==> config.mk <==
export PLATFORM = sky130hd
export DESIGN_NAME = axis_req_arbiter
export DESIGN_NICKNAME = d
export VERILOG_FILES = /design/src/rtl/axis_req_arbiter.sv
export SDC_FILE = /design/constraint.sdc
export NUM_CORES = 1
export LEC_CHECK = 0
export BUFFER_PORTS_ARGS = -buffer_cell sky130_fd_sc_hd__buf_4
export CAP_MARGIN = 10
export CORE_UTILIZATION = 45
export CTS_CLUSTER_DIAMETER = 120
export DETAILED_ROUTE_END_ITERATION = 16
export PLACE_DENSITY_LB_ADDON = 0.3
export SYNTH_ARGS = -nofsm -noshare
export SYNTH_HDL_FRONTEND = slang
export SYNTH_SLANG_ARGS = --single-unit
==> constraint.sdc <==
create_clock -name clk -period 5.3 [get_ports clk]
set_input_delay 1.59 -clock clk [delete_from_list [all_inputs] [get_ports clk]]
set_output_delay 1.59 -clock clk [all_outputs]
set_load 0.05 [all_outputs]
==> src/rtl/axis_req_arbiter.sv <==
// axis_req_arbiter
// Frame-aware two-requester arbiter sharing one AXI-Stream byte channel into
// axis_wb_master. A grant is locked on a command byte (CMD_READ / CMD_WRITE).
// It is held until the response frame ends with a tlast handshake. The next
// grant is then chosen round-robin. Abort and idle-timeout paths make sure
// the Wishbone master is never left owned by a requester that has gone away.
//
// Ports
//   clk, rst                    clock, asynchronous active-high reset
//   s0_axis_* / s1_axis_*       request bytes from requester 0 / 1
//   m0_axis_* / m1_axis_*       response bytes to requester 0 / 1
//   abort0, abort1              requester abandons its frame (level)
//   m_axis_*                    request stream to axis_wb_master (tlast = 0)
//   s_axis_*                    response stream from axis_wb_master
//   grant                       one-hot owner, 2'b00 when idle
//   timeout_pulse               one-cycle pulse on forced release
//   drop_count                  saturating count of non-command bytes dropped in IDLE
//
// state | meaning
// IDLE  | no owner; non-command bytes dropped, command bytes arbitrated
// GRANT | owner's request/response streams passed through combinationally
// DRAIN | owner aborted; responses swallowed until tlast
module axis_req_arbiter #(
    parameter int unsigned TIMEOUT_CYCLES = 65535,
    parameter logic [7:0]  CMD_READ       = 8'hA1,
    parameter logic [7:0]  CMD_WRITE      = 8'hA2
) (
    input  logic       clk,
    input  logic       rst,
    input  logic [7:0] s0_axis_tdata,
    input  logic       s0_axis_tvalid,
    output logic       s0_axis_tready,
    output logic [7:0] m0_axis_tdata,
    output logic       m0_axis_tvalid,
    input  logic       m0_axis_tready,
    output logic       m0_axis_tlast,
    input  logic [7:0] s1_axis_tdata,
    input  logic       s1_axis_tvalid,
    output logic       s1_axis_tready,
    output logic [7:0] m1_axis_tdata,
    output logic       m1_axis_tvalid,
    input  logic       m1_axis_tready,
    output logic       m1_axis_tlast,
    input  logic       abort0,
    input  logic       abort1,
    output logic [7:0] m_axis_tdata,
    output logic       m_axis_tvalid,
    input  logic       m_axis_tready,
    output logic       m_axis_tlast,
    input  logic [7:0] s_axis_tdata,
    input  logic       s_axis_tvalid,
    output logic       s_axis_tready,
    input  logic       s_axis_tlast,
    output logic [1:0] grant,
    output logic       timeout_pulse,
    output logic [7:0] drop_count
);

    typedef enum logic [1:0] {
        ST_IDLE  = 2'd0,
        ST_GRANT = 2'd1,
        ST_DRAIN = 2'd2
    } state_t;

    // Counter value on the last idle cycle allowed before forced release.
    localparam logic [15:0] TIMEOUT_LAST = 16'(TIMEOUT_CYCLES - 1);

    state_t      state, state_nxt;
    logic        owner, owner_nxt;
    logic        last_served, last_served_nxt;
    logic [15:0] idle_cnt, idle_cnt_nxt;
    logic        timeout_pulse_nxt;
    logic [7:0]  drop_count_nxt;

    logic       is_cmd0, is_cmd1, req0, req1;
    logic       drop0, drop1;
    logic [8:0] drop_sum;
    logic       hs_any, resp_last_hs, abort_own;

    assign is_cmd0 = (s0_axis_tdata == CMD_READ) || (s0_axis_tdata == CMD_WRITE);
    assign is_cmd1 = (s1_axis_tdata == CMD_READ) || (s1_axis_tdata == CMD_WRITE);
    assign req0    = s0_axis_tvalid && is_cmd0;
    assign req1    = s1_axis_tvalid && is_cmd1;

    assign drop0    = (state == ST_IDLE) && s0_axis_tvalid && !is_cmd0;
    assign drop1    = (state == ST_IDLE) && s1_axis_tvalid && !is_cmd1;
    assign drop_sum = 9'(drop_count) + 9'(drop0) + 9'(drop1);
    assign drop_count_nxt = drop_sum[8] ? 8'hFF : drop_sum[7:0];

    assign m_axis_tlast = 1'b0;
    assign grant        = (state == ST_IDLE) ? 2'b00 : (owner ? 2'b10 : 2'b01);
    assign abort_own    = owner ? abort1 : abort0;

    always_ff @(posedge clk or posedge rst) begin
        if (rst) begin
            state         <= ST_IDLE;
            owner         <= 1'b0;
            last_served   <= 1'b1;
            idle_cnt      <= 16'd0;
            timeout_pulse <= 1'b0;
            drop_count    <= 8'd0;
        end else begin
            state         <= state_nxt;
            owner         <= owner_nxt;
            last_served   <= last_served_nxt;
            idle_cnt      <= idle_cnt_nxt;
            timeout_pulse <= timeout_pulse_nxt;
            drop_count    <= drop_count_nxt;
        end
    end

    always_comb begin
        state_nxt         = state;
        owner_nxt         = owner;
        last_served_nxt   = last_served;
        idle_cnt_nxt      = idle_cnt;
        timeout_pulse_nxt = 1'b0;
        s0_axis_tready    = 1'b0;
        s1_axis_tready    = 1'b0;
        m0_axis_tdata     = 8'd0;
        m0_axis_tvalid    = 1'b0;
        m0_axis_tlast     = 1'b0;
        m1_axis_tdata     = 8'd0;
        m1_axis_tvalid    = 1'b0;
        m1_axis_tlast     = 1'b0;
        m_axis_tdata      = 8'd0;
        m_axis_tvalid     = 1'b0;
        s_axis_tready     = 1'b0;
        hs_any            = 1'b0;
        resp_last_hs      = 1'b0;

        case (state)
            ST_IDLE: begin
                // Command bytes are held back so they become the first byte of the frame.
                s0_axis_tready = !is_cmd0;
                s1_axis_tready = !is_cmd1;
                idle_cnt_nxt   = 16'd0;
                if (req0 && req1) begin
                    owner_nxt = ~last_served;
                    state_nxt = ST_GRANT;
                end else if (req0) begin
                    owner_nxt = 1'b0;
                    state_nxt = ST_GRANT;
                end else if (req1) begin
                    owner_nxt = 1'b1;
                    state_nxt = ST_GRANT;
                end
            end
            ST_GRANT: begin
                if (!owner) begin
                    m_axis_tdata   = s0_axis_tdata;
                    m_axis_tvalid  = s0_axis_tvalid;
                    s0_axis_tready = m_axis_tready;
                    m0_axis_tdata  = s_axis_tdata;
                    m0_axis_tvalid = s_axis_tvalid;
                    m0_axis_tlast  = s_axis_tlast;
                    s_axis_tready  = m0_axis_tready;
                end else begin
                    m_axis_tdata   = s1_axis_tdata;
                    m_axis_tvalid  = s1_axis_tvalid;
                    s1_axis_tready = m_axis_tready;
                    m1_axis_tdata  = s_axis_tdata;
                    m1_axis_tvalid = s_axis_tvalid;
                    m1_axis_tlast  = s_axis_tlast;
                    s_axis_tready  = m1_axis_tready;
                end
            end
            ST_DRAIN: begin
                s_axis_tready = 1'b1;
            end
            default: begin
                state_nxt = ST_IDLE;
            end
        endcase

        if (state != ST_IDLE) begin
            hs_any       = (m_axis_tvalid && m_axis_tready) || (s_axis_tvalid && s_axis_tready);
            resp_last_hs = s_axis_tvalid && s_axis_tready && s_axis_tlast;
            // Frame end beats both timeout and abort in the same cycle.
            if (resp_last_hs) begin
                state_nxt       = ST_IDLE;
                last_served_nxt = owner;
            end else if (!hs_any && (idle_cnt == TIMEOUT_LAST)) begin
                state_nxt         = ST_IDLE;
                last_served_nxt   = owner;
                timeout_pulse_nxt = 1'b1;
            end else begin
                idle_cnt_nxt = hs_any ? 16'd0 : idle_cnt + 16'd1;
                if ((state == ST_GRANT) && abort_own) begin
                    state_nxt = ST_DRAIN;
                end
            end
        end
    end

endmodule

* Word-level counts from Yosys, hierarchy flattened
Cells that the tools add are included.
** Cells by class
- $add $sub $neg :: 3
- $mul :: 0
- Divide/modulo/power cells :: 0
- $lt $le $gt $ge :: 0
- Eq/ne operators :: 7
- Shift operators :: 0
- Multiplexer cells :: 47
- Bitwise operators :: 1
- Reduce and logical (&&, ||, !) cells :: 25
** Operators by type and width (number)
- 2-to-1 mux 16 bit :: 5
- 2-to-1 mux 8 bit :: 7
- == test 8 bit (second input constant) :: 4
- 2-to-1 mux 1 bit :: 22
- 2-to-1 mux 2 bit :: 9
- adder 16 x 1 -> 16 bit (second input constant) :: 1
- == test 16 bit (second input constant) :: 1
- logical AND 1 bit :: 12
- adder 8 x 1 -> 9 bit :: 1
- adder 9 x 1 -> 9 bit :: 1
- case mux 1 bit (2 select lines) :: 3
- case mux 2 bit (2 select lines) :: 1
- AND reduction 2 bit :: 2
- nonzero test 2 bit :: 2
- logical NOT 1 bit :: 3
- logical OR 1 bit :: 3
- nonzero test 3 bit :: 1
- == test 2 x 1 -> 1 bit (second input constant) :: 1
- == test 2 bit (second input constant) :: 1
- logical NOT 2 bit :: 1
- OR reduction 2 bit :: 1
- NOT 1 bit :: 1
** Storage, ports and cells
- Register bits after elaboration :: 29
- Bits in latches :: 0
- RAM bits :: 0
- ROM bits :: 0
- Output and inout port bits :: 44
- Word-level logic and storage cells :: 89
- Memories :: 0

* Logic depth before layout (Yosys ltp)
- Depth after elaboration :: 11
- Gate-level depth with buffers :: 12
- Depth with buffers taken out :: 10

* Least setup slack after synthesis
Ideal clock, no wire load.
- Path kind :: in2out
- From :: input m1_axis_tready
- To :: output s_axis_tready
- Arrival :: 2950 ps
- Required time :: 3710 ps
- Slack :: 760 ps
- Cell stages on the path :: 3
- Buffers on the path :: 0
- Cells stage by stage :: mux2i_1 > nand2b_1 > a21boi_0
** Between the ends
- Word-level cells in the longest chain between the ends :: 2
** Ends and longest elaborated chain
- start, declared :: RTL line 42 : input logic m1_axis_tready,
- 2-to-1 mux 1 bit :: RTL line 150 : if (!owner) begin
- case mux 1 bit (2 select lines) :: RTL line 132 : case (state)
- end, declared :: RTL line 52 : output logic s_axis_tready,
Every way passes these cells.

* Worst setup path after layout
- From :: input s0_axis_tdata[6]
- To :: output s0_axis_tready
** Between the ends
- Word-level cells in the longest chain between the ends :: 4
- Elaborated cells on any way between the ends :: 5
- Those cells by class :: 2 x eq/ne; 1 x mux; 2 x reduce/logical
** Ends and longest elaborated chain
- start, declared :: RTL line 30 : input logic [7:0] s0_axis_tdata,
- == test 8 bit :: RTL line 80 : assign is_cmd0 = (s0_axis_tdata == CMD_READ) || (s0_axis_tdata == CMD_WRITE);
- logical OR 1 bit * :: RTL line 80
- logical NOT 1 bit * :: RTL line 135 : s0_axis_tready = !is_cmd0;
- case mux 1 bit (2 select lines) * :: RTL line 132
- end, declared :: RTL line 32 : output logic s0_axis_tready,
Mark *: on every way between the ends. The rest lies on a longest branch, timed or not.

==> summary.md <==
| Metric | Value |
|---|---|
| Largest net degree at the start of global routing | 30 |
| Fin crit period | 4310 ps |
| Die height | roughly 70 microns |
| Reg clk slew, reported paths | roughly 60 ps |
| Most common flop cell mapped by yosys | dfrtp_1 |
| Slew margin rel. | 0.376 |
| Worst VDD drop | about 0.00037 V |
| Via density | 5.37 |
| Clk_skew | 4.67 ps |
| Clk_lat worst skew | around 290 ps |
| Number of synthesized flops with an enable pin | 0 |
| Syn_nets | between 200 and 300 |
| PwrDens | 447 nW/um^2 |
| Initial core utilization | 0.473 |
| Crit share post-route | 0.814 |
| Cts repair resizes | 0 |
| Final Hold Fails | 0 |
| Die X | 69.9 microns |
| Drc violations | 0 |
| Rows | 24 |
| Port bufs | between 70 and 80 |
| Slew Limit Fails | 0 |
| Fin Setup TNS | 0 ps |
| # IOs | between 70 and 80 |
| Crit-path max FO | 3 |
| Share of layout cells above drive strength 1 | 0.300 |
| Final setup viols | 0 |
| Vias in the first global route | between 1500 and 2000 |
| GRT Total Usage | 0.207 |
| Critical path, cell by cell | buf_4 > nor4b_1 > nand4b_1 > a22o_1 > buf_4 |
| First-pass GRT wire length | 8070 microns |
| CP arrival | between 2000 and 3000 ps |
| Via count | a little under 2000 |
| Combinational power share | 0.592 |
| DR WL/cell | 14.1 microns |
| Unrepaired setup endpoints after global routing | false |
| Crit path largest cell delay | 360 ps |
| M1 wire length | 2210 microns |
| Global route total overflow | 0 |
| Asr flop ratio synth | 1.00 |
| Initial DRC Count | around 130 |
| Warnings from Yosys | 0 |
| Commonest non-fill, non-tap cell in the layout | buf_4 |
| Router iterations before antenna repair | 4 |
| Most used cell, CP | buf_4 |
| Root buf cell | clkbuf_8 |
| CTS tree | built |
| Sequential share of power | 0.256 |
| Routed Antenna Nets | 0 |
| Fin Hold WS | 535 ps |
| Crit end category | output port |
| CTS Hold Bufs | 0 |
| Clk buf depth | 2 |
| Initial antenna violation count | 0 |
| Fmax | roughly 230 MHz |
| Routability cong. | ~0.75 |
| Syn avg cell area | ~9 sq um |
| Post CTS Setup Buffer Count | 0 |
| Final Core Density | 0.631 |
| Mapped cell area | between 2000 and 2500 sq um |
| Top routing layer used | met4 |
| P_int | ~610 uW |
| Num CTS Buffers | 5 |
| Slew @ Worst Pin | about 940 ps |
| WP data required | ~3700 ps |
| Clk sinks | 29 |
| Post-DP HPWL | ~3700 microns |
| Placed cell count | 350 |
| Wire length on met3 | approximately 220 microns |
| Total Wirelength | ~5000 microns |
| Critical path type | input pin to output port |
| Switching Power | ~630 uW |
| Post-layout nets | 348 |
| Synth unique cells | slightly below 50 |
| Die ar. | about 5000 sq um |
| Clock share of power | 0.153 |
| WL met2 | 2540 microns |
| Core area | 4380 sq um |
| Area growth, synth to finish | 33.6% |
| Leak pwr | approximately 0.0013 uW |
| Fin cells | 359 |
| H-Tree Depth | 2 |
| CP max-delay cell | nor4b_1 |
| Post-synthesis sequential area ratio | 0.351 |
| Most frequent cells in the layout | buf_4 (77), dfrtp_1 (28), nand3_1 (17) |
| Sw frac | 0.508 |
| Ant. Diodes | 0 |
| Synth Instances | between 200 and 250 |
| Max-cap viol count | 0 |
| Hold WC Path Type | flop to flop |
| Status | finished clean |
| Synth Register Bits | 29 |
| Startpoint Class | input pin |
## final timing paths
| check | from | end | depth (start not counted) | slack (ps) |
|---|---|---|---|---|
| worst min register to register | idle_cnt[15] | idle_cnt[15] | 1 | 530 |
| worst max register to register | state[0] | drop_count[7] | 9 | 2560 |
| worst max-delay path | s0_axis_tdata[6] | s0_axis_tready | 5 | 990 |
| min in group asynchronous | rst | timeout_pulse | 2 | 1290 |
| worst min-delay path | idle_cnt[15] | idle_cnt[15] | 1 | 530 |
| max in group asynchronous | rst | last_served | 3 | 3490 |
## logic make-up after synthesis
logic type | synth area share
simple gates | 0.293
compound gates | 0.135
flops | 0.351
buf+inv | 0.0531
xor+xnor | 0.0550
mux | 0.0652
fa+ha+maj | 0.0459
other cells | 0.00181
## sequential cells by signal (all words and copies together) (netlist names)
name / count
drop_count: 8
idle_cnt: 16
last_served: 1
owner: 1
state: 2
timeout_pulse: 1
## synth_stat cells (3+ instances only)
cell / n / area, sq um
a21oi_1: 13 / 65.1
and2_1: 12 / 75.1
and3_1: 16 / 100
buf_2: 4 / 20.0
clkbuf_1: 6 / 22.5
dfrtp_1: 28 / 701
ha_1: 6 / 75.1
inv_1: 12 / 45.0
mux2_2: 3 / 33.8
mux2i_1: 9 / 90.1
nand2_1: 14 / 52.6
nand3_1: 17 / 85.1
nand3b_1: 3 / 22.5
nand4_1: 4 / 25.0
nor2_1: 8 / 30.0
nor2b_1: 10 / 62.6
nor3_1: 7 / 35.0
nor4b_1: 3 / 26.3
o21ai_0: 3 / 15.0
o21ai_1: 3 / 15.0
o2bb2ai_1: 9 / 78.8
xnor2_1: 7 / 61.3
xor2_1: 6 / 52.6
## power groups by stage
stage / Combinational (uW) / Clock, uW / Sequential (uW)
after floorplan: 441 / 0 / 403
after global placement: 726 / 0 / 318
after detailed placement: 733 / 0 / 319
after CTS: 735 / 192 / 316
after global routing: 782 / 202 / 325
final: 732 / 189 / 316
## routing by layer
metal | vias to the layer above | GRT usage
met1 | 888 | 0.248
li1 | 981 | -
met2 | 47 | 0.349
met5 | - | 0
met3 | 11 | 0.0635
met4 | 0 | 0.0733
## stage by stage
step	cell area, sq um	total power, uW	setup WS (ps)
after detailed placement	2650	1050	1000
after global placement	2650	1040	1040
after global routing	2770	1310	844
final	2770	1240	986
after CTS	2740	1240	991
after floorplan	2070	844	760
## critical path: cells and delay by family
| family | cells | cell delay, ps |
|---|---|---|
| compound gates | 1 | 270 |
| buf+inv | 2 | 300 |
| simple gates | 2 | 570 |
## area by class of cell
| cell class | instances | area [sq um] |
|---|---|---|
| Fill cell | 365 | 1620 |
| Multi-Input combinational cell | 180 | 1230 |
| Sequential cell | 29 | 727 |
| Timing Repair Buffer | 78 | 606 |
| Clock buffer | 8 | 90.1 |
| Tap cell | 52 | 65.1 |
| Inverter | 12 | 45.0 |
No activity file was read; power rests on OpenSTA's default activity.
